===== src/rtl/elevator_ctrl_multi.sv =====
// Multi-floor elevator controller.
// Latches per-floor call requests, moves the car one floor per TRAVEL_CYCLES
// and times the door internally. Service follows SCAN order: keep going in
// the current direction while requests lie ahead, then reverse.
//
// Handshake note: there is no valid/ready pair here. req is sampled on every
// rising edge and OR-ed into pending; a request is "accepted" the cycle it is
// seen and is retired only when the car opens its door at that floor.
module elevator_ctrl_multi #(
  parameter int NUM_FLOORS    = 8,
  parameter int FLOOR_W       = 3,
  parameter int TRAVEL_CYCLES = 16,
  parameter int DOOR_CYCLES   = 32
) (
  input  logic                  clk,
  input  logic                  reset,
  input  logic [NUM_FLOORS-1:0] req,
  output logic                  motor_up,
  output logic                  motor_down,
  output logic                  door_open,
  output logic [FLOOR_W-1:0]    current_floor,
  output logic [NUM_FLOORS-1:0] pending,
  output logic [1:0]            current_state,
  output logic                  dir_up
);

  typedef enum logic [1:0] {
    ST_IDLE      = 2'b00,
    ST_MOVE_UP   = 2'b01,
    ST_MOVE_DOWN = 2'b10,
    ST_DOOR_OPEN = 2'b11
  } state_t;

  localparam int TCW = (TRAVEL_CYCLES > 1) ? $clog2(TRAVEL_CYCLES) : 1;
  localparam int DCW = (DOOR_CYCLES > 1) ? $clog2(DOOR_CYCLES) : 1;
  localparam logic [TCW-1:0] TRAVEL_LAST = TCW'(TRAVEL_CYCLES - 1);
  localparam logic [DCW-1:0] DOOR_LAST   = DCW'(DOOR_CYCLES - 1);

  state_t                  state_q, state_d;
  logic [FLOOR_W-1:0]      floor_q, floor_d;
  logic [NUM_FLOORS-1:0]   pending_q, pending_d;
  logic                    dir_up_q, dir_up_d;
  logic [TCW-1:0]          travel_cnt_q, travel_cnt_d;
  logic [DCW-1:0]          door_cnt_q, door_cnt_d;

  logic [NUM_FLOORS-1:0]   clr;
  logic [NUM_FLOORS-1:0]   merged;
  logic [FLOOR_W-1:0]      step_floor;
  logic                    here, above, below;
  logic                    arr_here, arr_above, arr_below;

  // State, position, request and counter registers with asynchronous reset.
  always_ff @(posedge clk or posedge reset) begin
    if (reset) begin
      state_q      <= ST_IDLE;
      floor_q      <= '0;
      pending_q    <= '0;
      dir_up_q     <= 1'b1;
      travel_cnt_q <= '0;
      door_cnt_q   <= '0;
    end else begin
      state_q      <= state_d;
      floor_q      <= floor_d;
      pending_q    <= pending_d;
      dir_up_q     <= dir_up_d;
      travel_cnt_q <= travel_cnt_d;
      door_cnt_q   <= door_cnt_d;
    end
  end

  // Request flags around the car now, and around the floor it is about to reach.
  // The arrival flags use pending|req so a call landing on the arrival edge is honoured.
  always_comb begin
    merged     = pending_q | req;
    step_floor = (state_q == ST_MOVE_UP) ? floor_q + FLOOR_W'(1) : floor_q - FLOOR_W'(1);
    here       = pending_q[floor_q];
    arr_here   = merged[step_floor];
    above      = 1'b0;
    below      = 1'b0;
    arr_above  = 1'b0;
    arr_below  = 1'b0;
    for (int i = 0; i < NUM_FLOORS; i++) begin
      if (pending_q[i]) begin
        if (i > int'(floor_q)) above = 1'b1;
        if (i < int'(floor_q)) below = 1'b1;
      end
      if (merged[i]) begin
        if (i > int'(step_floor)) arr_above = 1'b1;
        if (i < int'(step_floor)) arr_below = 1'b1;
      end
    end
  end

  // Next-state logic: SCAN scheduling, floor stepping, door timing and request clear.
  always_comb begin
    state_d      = state_q;
    floor_d      = floor_q;
    dir_up_d     = dir_up_q;
    travel_cnt_d = '0;
    door_cnt_d   = '0;
    clr          = '0;
    case (state_q)
      ST_IDLE: begin
        if (here) begin
          state_d      = ST_DOOR_OPEN;
          clr[floor_q] = 1'b1;
        end else if (above && (dir_up_q || !below)) begin
          state_d  = ST_MOVE_UP;
          dir_up_d = 1'b1;
        end else if (below) begin
          state_d  = ST_MOVE_DOWN;
          dir_up_d = 1'b0;
        end
      end
      ST_MOVE_UP, ST_MOVE_DOWN: begin
        if (travel_cnt_q == TRAVEL_LAST) begin
          // Arrival edge: the step completes and the new floor decides what follows.
          floor_d = step_floor;
          if (arr_here) begin
            state_d         = ST_DOOR_OPEN;
            clr[step_floor] = 1'b1;
          end else if ((state_q == ST_MOVE_UP) ? arr_above : arr_below) begin
            state_d = state_q;
          end else begin
            state_d = ST_IDLE;
          end
        end else begin
          travel_cnt_d = travel_cnt_q + TCW'(1);
        end
      end
      ST_DOOR_OPEN: begin
        // Calls for the floor the door is open at are absorbed and hold the door open.
        clr[floor_q] = 1'b1;
        if (req[floor_q]) begin
          door_cnt_d = '0;
        end else if (door_cnt_q == DOOR_LAST) begin
          state_d = ST_IDLE;
        end else begin
          door_cnt_d = door_cnt_q + DCW'(1);
        end
      end
      default: state_d = ST_IDLE;
    endcase
    pending_d = (pending_q | req) & ~clr;
  end

  // Moore output decode from the state register only.
  always_comb begin
    motor_up      = (state_q == ST_MOVE_UP);
    motor_down    = (state_q == ST_MOVE_DOWN);
    door_open     = (state_q == ST_DOOR_OPEN);
    current_state = state_q;
    current_floor = floor_q;
    pending       = pending_q;
    dir_up        = dir_up_q;
  end

endmodule


===== config.mk =====
export PLATFORM = sky130hd
export DESIGN_NAME = elevator_ctrl_multi
export DESIGN_NICKNAME = d
export VERILOG_FILES = /design/src/rtl/elevator_ctrl_multi.sv
export SDC_FILE = /design/constraint.sdc
export NUM_CORES = 1
export LEC_CHECK = 0
export ABC_AREA = 1
export BUFFER_PORTS_ARGS = -buffer_cell sky130_fd_sc_hd__buf_2
export CAP_MARGIN = 25
export CORE_ASPECT_RATIO = 2
export CORE_MARGIN = 3
export CORE_UTILIZATION = 39
export DETAILED_ROUTE_END_ITERATION = 10
export PLACE_DENSITY = 0.61
export SETUP_SLACK_MARGIN = 0.3
export SLEW_MARGIN = 0
export SYNTH_ARGS = -nofsm -noshare
export SYNTH_HDL_FRONTEND = slang
export SYNTH_SLANG_ARGS = --single-unit

===== constraint.sdc =====
create_clock -name clk -period 2.45 [get_ports clk]
set_clock_uncertainty 0.15 [all_clocks]
set_input_delay 0.1225 -clock clk [delete_from_list [all_inputs] [get_ports clk]]
set_output_delay 0.1225 -clock clk [all_outputs]
set_load 0.01 [all_outputs]

Word level (Yosys, flattened, before mapping)
Cells that the tools add are included.
{"block": "word_totals", "wordCells": 155, "mem_bits_rw": 0, "rom_bits": 0, "register_bits": 23, "latch_bits": 0, "n_memories": 0, "output_inout_bits": 17, "inputBits": 10}
{"block": "op_classes", "mux": 88, "shifts": 0, "eq_ne": 10, "n_lt_le_gt_ge": 32, "n_div": 0, "add_sub_neg": 4, "bitwise": 4, "reduce_logical": 11, "mul": 0}
{"op": "1-bit two-way mux", "count": 64}
{"op": "3-bit greater-than comparator, first input constant", "count": 8}
{"op": "8-bit two-way mux", "count": 3}
{"op": "8-bit case mux with 3 select lines", "count": 1}
{"op": "3-bit less-than comparator, first input constant", "count": 6}
{"op": "2-bit two-way mux", "count": 8}
{"op": "5-bit two-way mux", "count": 3}
{"op": "2-bit by 3-bit greater-than comparator with 1-bit output, first input constant", "count": 4}
{"op": "1-bit by 3-bit less-than comparator with 1-bit output, first input constant", "count": 4}
{"op": "2-bit by 3-bit less-than comparator with 1-bit output, first input constant", "count": 4}
{"op": "1-bit binary-select mux with 3-bit select", "count": 3}
{"op": "8-bit bitwise AND", "count": 1}
{"op": "3-bit by 4-bit less-than comparator with 1-bit output, second input constant", "count": 2}
{"op": "4-bit two-way mux", "count": 2}
{"op": "8-bit NOT", "count": 1}
{"op": "8-bit OR", "count": 1}
{"op": "1-bit demux with 3-bit select", "count": 2}
{"op": "3-bit by 1-bit greater-or-equal comparator with 1-bit output, second input constant", "count": 2}
{"op": "1-bit by 3-bit greater-than comparator with 1-bit output, first input constant", "count": 2}
{"op": "2-bit case mux with 3 select lines", "count": 1}
{"op": "5-bit by 1-bit adder with 5-bit output, second input constant", "count": 1}
{"op": "5-bit equality test, second input constant", "count": 1}
{"op": "5-bit AND reduction", "count": 1}
{"op": "4-bit by 1-bit adder with 4-bit output, second input constant", "count": 1}
{"op": "other kinds (19)", "count": 23}

Longest topological paths before layout
{"block": "logic_depth", "word_depth": 22, "ltp_mapped": 16, "depth_no_buf": 16}

Worst setup path after synthesis
No wires, ideal clock.
{"block": "synth_path", "path_type": "register to register", "startpoint": "register floor_q[0], in the netlist current_floor[0]", "endpoint": "register state_q[0], in the netlist current_state[0]", "path_slack_ns": 0.290, "stages_incl_launch_ff": 16, "setup_time_ns": 0.117, "period_less_slack_ns": 2.160, "t_arrival_ns": 1.893, "t_required_ns": 2.183, "path_buffers": 1, "path_cell_list": "dfrtp_1 -> inv_2 -> buf_6 -> ha_1 -> inv_1 -> nand2_1 -> nand2_2 -> nand2_1 -> nor2_1 -> nor2_1 -> nor2_1 -> nand3_1 -> nand3_2 -> nand2_1 -> nand2_1 -> nand2_1"}
{"block": "synth_via", "elab_chain_cells": 21, "elab_cells_between_ends": 106, "classes_between": "add/sub: 2; order compare: 28; eq/ne: 3; mux: 69; reduce/logical: 4"}
{"element": "start: declaration", "line": "40", "text": "logic [FLOOR_W-1:0] floor_q, floor_d;"}
{"element": "start signal: assignment", "line": "63", "text": "floor_q <= floor_d;"}
{"element": "branches (longest 21 deep; another with 3-bit by 1-bit subtractor with 3-bit output)"}
{"element": "end signal: assignment", "line": "62", "text": "state_q <= state_d;"}
{"element": "end: declaration", "line": "39", "text": "state_t state_q, state_d;"}
Several ways; the timed one is not identified. The select of a mux whose other input is x is not followed.
A chain may end at the register's enable or synchronous reset.

Final worst setup path
Ends and elaborated chain as after synthesis.

==> metrics.csv <==
metric,value,unit
outcome,"finished, final reports clean",
max_slew_margin,72.0,%
synthToLayoutAreaGrowth,32.9,%
use_met3,2.35,%
fin_util,54.0,%
grt_overflow,0,
cp_data_required_time,2470,ps
grt_max_degree,24,
vias,2442,
syn_nets,356,
layout_common_cells,"nand2_1, inv_1, buf_4",
final_common_cell,nand2_1,
clk_pin_slew,90,ps
cts_sinks,23,
endpoint_kind,register,
cap_violations,0,
intPower,0.538,mW
root_buffer,clkbuf_8,
wl_per_cell,16.7,µm
critPathKind,reg -> reg,
startpoint,current_floor[0],
nets,414,
cts_buffers,3,
p_sw,0.195,mW
clkPwrFrac,34.0,%
fin_crit,2120,ps
p_seq_share,53.3,%
critPathLaunchType,register,
vias_per_cell,5.46,
cts_buffer_depth,2,
final.setup.tns,0,ps
routabilityCongestion,0.950,
fillers,532,
power_frac_comb,12.7,%
hold_violations,0,
p_per_area,264,mW/mm²
worstMarginPinSlew,418,ps
port_buffers,26,
grt_use_met2,46.0,%
cp_data_arrival_time,2140,ps
synth_area,0.00209,mm²
grt_pass1_vias,2383,
core_area,0.00514,mm²
yosysWarnings,0,
initialDrtViolationCount,169,
start_util,40.6,%
synth_cell_types,34,
p_total,0.733,mW
rsz0062_at_grt,yes,
setup_viol,0,
ios,27,
die_area,0.00631,mm²
max_freq,471,MHz
grt_pass1_wl,11600,µm
antenna_cells,0,
synth_area_per_cell,6.28,µm²
dr.pass1.iters,5,
whs,33.2,ps
die_w,57.7,µm
switching_share,26.6,%
dp_hpwl,5620,µm
post-place-cells,426,
final_cells,447,
clk_latency,280,ps
cts_tree,built,
period_share,86.6,%
htreeDepth,1,
drt_wl_total,7480,µm
yosysSeqAreaShare,27.7,%
r2r_start,current_floor[0],
use_met1,22.8,%
synthCells,332,
grt_use_total,24.4,%
path_max_fanout,6,
drive_gt1_share,30.8,%
grt_antenna_before_repair,0,
leakage,1.47,nW
drv_slew,0,
route.detailed.drc,0,
hold_start,req[6],
antenna_left,0,
yosys_register_bits,23,
chipHeight,109,µm
grt-busiest-layer,met2,
min_path_type,in -> reg,
ir_worst_vdd,0.285,mV
num_rows,37,
==> power by group through the flow <==
| stage | registers [mW] | logic, mW | clock network [mW] |
|---|---|---|---|
| 3_5_place_dp | 0.398 | 0.0779 | 0 |
| 2_1_floorplan | 0.397 | 0.0476 | 0 |
| 6_report | 0.390 | 0.0933 | 0.249 |
| 3_3_place_gp | 0.397 | 0.0778 | 0 |
| 4_1_cts | 0.390 | 0.0808 | 0.260 |
| 5_1_grt | 0.392 | 0.104 | 0.281 |
==> final cells by class <==
cell class | count | area (µm²) | share of cell area (%)
tap | 58 | 72.6 | 2.62
inverter | 42 | 165 | 5.96
multi-input combinational | 259 | 1490 | 53.6
clock buffer | 4 | 45.0 | 1.62
timing repair buffer | 61 | 423 | 15.3
sequential | 23 | 581 | 20.9
==> cell usage after synthesis (all sizes together) <==
cell type	count	area (µm²)
o41ai	1	8.76
nand2	121	479
nand3	29	150
o211ai	1	7.51
buf	7	52.5
o31ai	1	7.51
a31oi	1	6.26
nor4b	1	8.76
nor3	7	35.0
clkbuf	1	3.75
inv	42	158
or2	4	27.5
ha	14	175
a21oi	18	97.6
o22ai	2	12.5
dfrtp	22	551
nor2	29	114
xor2	2	17.5
nand4	3	18.8
nor3b	1	7.51
and3	1	6.26
dfstp	1	26.3
o21ai	23	115
==> per-layer routing <==
layer | vias up | share of wire [%]
met4 | 0 | 8.7
li1 | 1180 | -
met5 | - | 0
met1 | 1129 | 34
met3 | 44 | 3.4
met2 | 89 | 54
==> worst paths after layout <==
path                       slack, ps  cells past startpoint               end
min in group asynchronous        280                      4  current_state[1]
max reg2reg                      330                     14  current_state[0]
max                              330                     14  current_state[0]
min                               30                      3        pending[6]
min reg2reg                      320                      1     door_cnt_q[0]
max in group asynchronous       1580                      4            dir_up
==> what timing repair did <==
action,CTS,global route
resized for setup,11,48
hold endpoints to repair,22,0
buffers inserted,1,15
pin swaps,1,24
setup endpoints to repair,9,11
hold buffers,1,0
==> registers in the layout, indices dropped and copies added (netlist names) <==
register	flops
current_floor	3
pending	8
dir_up	1
travel_cnt_q	4
current_state	2
door_cnt_q	5
==> kinds of logic after synthesis <==
family | synth area share (%)
XOR/XNOR | 0.840
AND/OR/NAND/NOR | 40.6
adder cells (fa/ha/maj) | 8.40
AO/OA/AOI/OAI | 12.2
buffers and inverters | 10.3
flip-flops | 27.7
==> worst max-delay path, cell delays in order (launching register included) <==
cell and delay (ps):
dfrtp_2 490, inv_4 130, ha_4 220, inv_2 70, nand2_2 60, nand2_4 110
nand2_2 110, nor2_1 130, nor2_1 50, nor2_1 150, nand3_2 100, nand3_2 90
nand2_2 60, nand2_1 60, nand2_1 60
==> metrics by stage <==
step	cell area, µm²	setup WS (ps)
final	2770	328
after global routing	2770	194
after CTS	2490	312
after detailed placement	2370	136
after global placement	2370	101
after floorplan	2090	351
Power figures use the tool's default switching activity.
